**config.mk**
```make
export PLATFORM = sky130hd
export DESIGN_NAME = mode_param_latch
export DESIGN_NICKNAME = d
export VERILOG_FILES = /design/src/rtl/mode_param_latch_pkg.sv /design/src/rtl/mode_param_latch_mux_n_param.sv /design/src/rtl/mode_param_latch.sv
export SDC_FILE = /design/constraint.sdc
export NUM_CORES = 1
export LEC_CHECK = 0
export CORE_ASPECT_RATIO = 0.5
export CORE_MARGIN = 2
export CORE_UTILIZATION = 43
export CTS_CLUSTER_SIZE = 24
export DETAILED_ROUTE_END_ITERATION = 7
export PLACE_DENSITY = 0.93
export SLEW_MARGIN = 30
export SYNTH_ARGS = -nofsm -noshare
export SYNTH_HDL_FRONTEND = slang
export SYNTH_SLANG_ARGS = --single-unit
```
**constraint.sdc**
```tcl
create_clock -name i_clock -period 4.2 [get_ports i_clock]
set_input_delay 0.84 -clock i_clock [delete_from_list [all_inputs] [get_ports i_clock]]
set_output_delay 0.84 -clock i_clock [all_outputs]
set_load 0.01 [all_outputs]
```
**src/rtl/mode_param_latch_pkg.sv**
```systemverilog
// mode_param_latch_pkg: shared FSM states, level/memory encodings and default fill.
package mode_param_latch_pkg;

    typedef enum logic [1:0] {
        IDLE   = 2'b00,
        LATCH  = 2'b01,
        LOCKED = 2'b10
    } state_t;

    typedef enum logic [1:0] {
        LVL_FACIL   = 2'd0,
        LVL_MEDIO   = 2'd1,
        LVL_DIFICIL = 2'd2
    } level_t;

    typedef enum logic [1:0] {
        MEM_FACIL         = 2'd0,
        MEM_MEDIA         = 2'd1,
        MEM_DIFICIL       = 2'd2,
        MEM_PERSONALIZADA = 2'd3
    } mem_t;

    localparam logic DEFAULT_FILL_BIT = 1'b1;

endpackage

```
**src/rtl/mode_param_latch_mux_n_param.sv**
```systemverilog
// mux_n_param: combinational N-to-1 indexed mux; out-of-range index yields all ones.
module mux_n_param
    import mode_param_latch_pkg::*;
#(
    parameter int BITS = 4,
    parameter int N    = 12,
    localparam int IW  = $clog2(N) + 1
) (
    input  logic [N*BITS-1:0] i_data,
    input  logic [IW-1:0]     i_idx,
    output logic [BITS-1:0]   o_data
);

    always_comb begin
        o_data = {BITS{DEFAULT_FILL_BIT}};
        for (int k = 0; k < N; k++)
            if (i_idx == IW'(k)) o_data = i_data[k*BITS +: BITS];
    end

endmodule

```
**src/rtl/mode_param_latch.sv**
```systemverilog
// mode_param_latch: handshake-latched level/memory selection driving a registered table entry.
module mode_param_latch
    import mode_param_latch_pkg::*;
#(
    parameter int BITS     = 4,
    parameter int N_LEVELS = 3,
    parameter int N_MEMS   = 4,
    localparam int LW      = (N_LEVELS > 1) ? $clog2(N_LEVELS) : 1,
    localparam int MW      = (N_MEMS > 1) ? $clog2(N_MEMS) : 1,
    localparam int N       = N_LEVELS * N_MEMS,
    localparam int IW      = $clog2(N) + 1
) (
    input  logic              i_clock,
    input  logic              i_reset,
    input  logic [N*BITS-1:0] i_table_in,
    input  logic [LW-1:0]     i_level_sel,
    input  logic [MW-1:0]     i_mem_sel,
    input  logic              i_load,
    input  logic              i_release,
    output logic              o_ready,
    output logic [BITS-1:0]   o_param_out,
    output logic              o_param_valid,
    output logic              o_sel_error
);

    state_t          r_state;
    logic [IW-1:0]   r_idx;
    logic [BITS-1:0] r_param;
    logic            r_valid;
    logic            r_error;
    logic            r_ready;
    logic [IW-1:0]   w_idx;
    logic            w_sel_ok;
    logic [BITS-1:0] w_entry;

    // Extra MSB on the comparisons keeps counts that equal 2**width from wrapping to 0.
    assign w_sel_ok = ({1'b0, i_level_sel} < (LW+1)'(N_LEVELS)) && ({1'b0, i_mem_sel} < (MW+1)'(N_MEMS));
    assign w_idx    = IW'(i_level_sel) * IW'(N_MEMS) + IW'(i_mem_sel);

    mux_n_param #(.BITS(BITS), .N(N)) u_mux (
        .i_data (i_table_in),
        .i_idx  (r_idx),
        .o_data (w_entry)
    );

    always_ff @(posedge i_clock) begin
        if (i_reset) begin
            r_state <= IDLE;
            r_idx   <= '0;
            r_param <= {BITS{DEFAULT_FILL_BIT}};
            r_valid <= 1'b0;
            r_error <= 1'b0;
            r_ready <= 1'b1;
        end else begin
            case (r_state)
                IDLE: if (i_load) begin
                    if (w_sel_ok) begin
                        r_idx   <= w_idx;
                        r_error <= 1'b0;
                        r_ready <= 1'b0;
                        r_state <= LATCH;
                    end else begin
                        r_error <= 1'b1;
                        r_param <= {BITS{DEFAULT_FILL_BIT}};
                    end
                end
                LATCH: begin
                    r_param <= w_entry;
                    r_valid <= 1'b1;
                    r_state <= LOCKED;
                end
                LOCKED: if (i_release) begin
                    r_valid <= 1'b0;
                    r_ready <= 1'b1;
                    r_state <= IDLE;
                end else begin
                    r_param <= w_entry;
                end
                default: begin
                    r_valid <= 1'b0;
                    r_ready <= 1'b1;
                    r_state <= IDLE;
                end
            endcase
        end
    end

    assign o_ready       = r_ready;
    assign o_param_out   = r_param;
    assign o_param_valid = r_valid;
    assign o_sel_error   = r_error;

endmodule

```
==> flow_metrics.py <==
metrics = {
    "run_status": {
        "status": "finished clean",
    },
    "layout": {
        "final_cell_mix": "62 x clkdlybuf4s50_1, 17 x nor2_1, 14 x nand2_1",
        "area_growth_pct": 51.8,
        "layoutNonFillerInstCount": 261,
        "layout.nets": 284,
        "final_common_cell": "clkdlybuf4s50_1",
        "final_util_pct": 70.1,
        "drive_gt1_share_pct": 4.46,
        "n_antenna_cell": 0,
    },
    "clock_network": {
        "insertion_delay_ns": 0.24,
        "cts_tree": "built",
        "cts-root-buf": "clkbuf_8",
        "clk_pin_slew_ns": 0.06,
        "post_cts_buffers": 0,
        "cts_resized": 0,
        "cts_hold_buf": 0,
        "htree_levels": 1,
        "numCtsBuffers": 3,
        "cts.sink_count": 13,
        "clock_path_buffers": 2,
    },
    "floorplan": {
        "rows": 13,
        "die_h_um": 41.7,
        "start_util_pct": 46.2,
        "fp.dieArea_mm2": 0.00331,
        "die_w_um": 79.4,
        "coreArea_mm2": 0.00265,
        "num_io_pins": 63,
    },
    "sta": {
        "finalClockSkew_ns": 0.000860,
        "finalSetupTns_ns": 0,
        "tightest_slew_ns": 0.652,
        "final_max_slew_viol_count": 0,
        "hold_viol": 0,
        "post-route-period-util_pct": 50.8,
        "maxSlewHeadroom_pct": 56.5,
        "fmax_mhz": 469,
        "fin_crit_ns": 2.13,
        "rsz0062_at_grt": "false",
        "setup_viol": 0,
    },
    "routing": {
        "drc": 0,
        "viasPerCell": 5.77,
        "antenna_left": 0,
        "dr_total_vias": 1505,
        "first_pass_iters": 4,
        "routed_wl_um": 3710,
        "wl_per_cell_um": 14.2,
        "dr.first_iter.drc_count": 148,
    },
    "yosys": {
        "avgSynthCellArea_um2": 7.24,
        "synth-edff-count": 0,
        "synth_flop_cell": "dfxtp_1",
        "synth_nets": 228,
        "ys_warn_count": 0,
        "ys_seq_elements": 13,
        "synth_cell_types": 42,
        "synth_cells": 169,
        "ys_async_sr_fraction_pct": 0,
        "ys_seq_area_share_pct": 21.3,
        "syn_area_mm2": 0.00122,
    },
    "critical_path": {
        "r2r_slack_ns": 2.14,
        "arrival_ns": 2.26,
        "critPathCaptureType": "register",
        "critical_path_class": "input pin to register",
        "crit_buf_inv": 1,
        "cp.depth": 5,
        "path_cells": "clkdlybuf4s50_1, nand4_1, a22oi_1, a21oi_1, a311o_1",
        "rr_endpoint": "o_param_out[3]",
        "r2r-start": "r_idx[3]",
        "crit_family": "compound AO/OA/AOI/OAI gates",
        "cp-start-kind": "input pin",
        "crit_required_ns": 4.33,
        "cp_slowest_cell": "clkdlybuf4s50_1",
        "path_max_fanout": 4,
        "rr_worst_depth": 5,
        "cp-startpoint": "i_level_sel[0]",
        "slowest_delay_ns": 0.51,
    },
    "power_and_ir_drop": {
        "max-vdd-ir-drop_mv": 0.153,
        "total_power_uw": 430,
        "power.density_mw_per_mm2": 231,
        "p_leak_nw": 0.701,
    },
    "placed_design": {
        "routabilityCongestion": 0.808,
        "dp_cells": 257,
        "dp_hpwl_um": 2900,
        "io_buffer_count": 62,
    },
    "grt": {
        "grtUsageTotal_pct": 22.6,
        "antenna_found_initial": 0,
        "grt_overflow": 0,
        "grt_first_pass_wirelength_um": 6110,
        "grt_max_degree": 37,
        "grt_pass1_vias": 1339,
    },
    "job": {
        "maxCapViolCount": 0,
    },
    "min_path": {
        "hold_class": "register to register",
        "hp-start": "o_sel_error",
        "worstHoldEndpoint": "o_sel_error",
        "whs_path_depth": 2,
    },
}
[cell families after synthesis]
group	count (synthesis)	synth area share, %
buffers and inverters	25	10.9
adders and majority gates	3	3.07
muxes	7	5.93
AOI/OAI and AO/OA	51	28.6
DFF	13	21.3
and+or+nand+nor	70	30.2
[synth_stat cells (3+ instances only)]
cell / n / area share, %
a21oi_1: 13 / 5.3
a221o_1: 5 / 4.1
a221oi_1: 3 / 2.1
buf_2: 5 / 2.0
buf_6: 4 / 3.7
dfxtp_1: 13 / 21
ha_1: 3 / 3.1
inv_1: 13 / 4.0
mux2i_1: 5 / 4.1
nand2_1: 14 / 4.3
nand2b_1: 8 / 4.1
nand3_1: 7 / 2.9
nand4_1: 7 / 3.6
nor2_1: 17 / 5.2
nor2b_1: 4 / 2.0
nor3_1: 6 / 2.5
o21ai_0: 10 / 4.1
[final cells by class]
cell class              instances  area [um^2]
repair buffers                 62          621
clock buffers                   3         41.3
flip-flops and latches         13          263
fillers                       211          793
inverters                      14         52.6
multi-input cells             131          830
well taps                      37         46.3
clock inverters                 1         5.00
[power by group]
group | total, mW | internal [mW] | switching, mW
clock network | 0.113 | 0.0655 | 0.0471
registers | 0.153 | 0.133 | 0.0199
logic | 0.165 | 0.0969 | 0.0676
[sequential cells by signal (all words and copies together), names as in the netlist]
signal / flops
o_ready: 1
o_param_valid: 1
o_sel_error: 1
r_state: 2
r_idx: 4
o_param_out: 4
[worst max path at each step]
stage	end	slack [ns]
finish	o_param_out[3]	2.07
detailed placement	o_param_out[3]	1.83
global route	o_param_out[3]	1.92
floorplan	o_param_out[2]	2.40
CTS	o_param_out[3]	1.88
global placement	o_param_out[1]	1.90
[worst register-to-register path, cell delays in order (launching register included)]
cell	delay [ns]
dfxtp_1	0.55
nor2b_1	0.60
a31oi_1	0.12
o21ai_0	0.21
o211ai_1	0.12
a311o_1	0.34
[metrics by stage]
step / area, um^2 / hold WS, ns / setup WS (ns)
after floorplan: 1220 / 0.460 / 2.40
after global placement: 1810 / 0.454 / 1.90
after detailed placement: 1810 / 0.457 / 1.83
after CTS: 1860 / 0.471 / 1.88
after global routing: 1860 / 0.498 / 1.92
final: 1860 / 0.472 / 2.07
[metal layers]
layer  vias to the layer above  GRT usage [%]  share of wire [%]
li1                        731              -                  -
met1                       706           29.8                 44
met2                        64           38.8                 47
met3                         4           3.48                8.4
met4                         0           5.52               0.97
met5                         -              0                  0
Note: power is estimated with default switching activity, not from simulation.
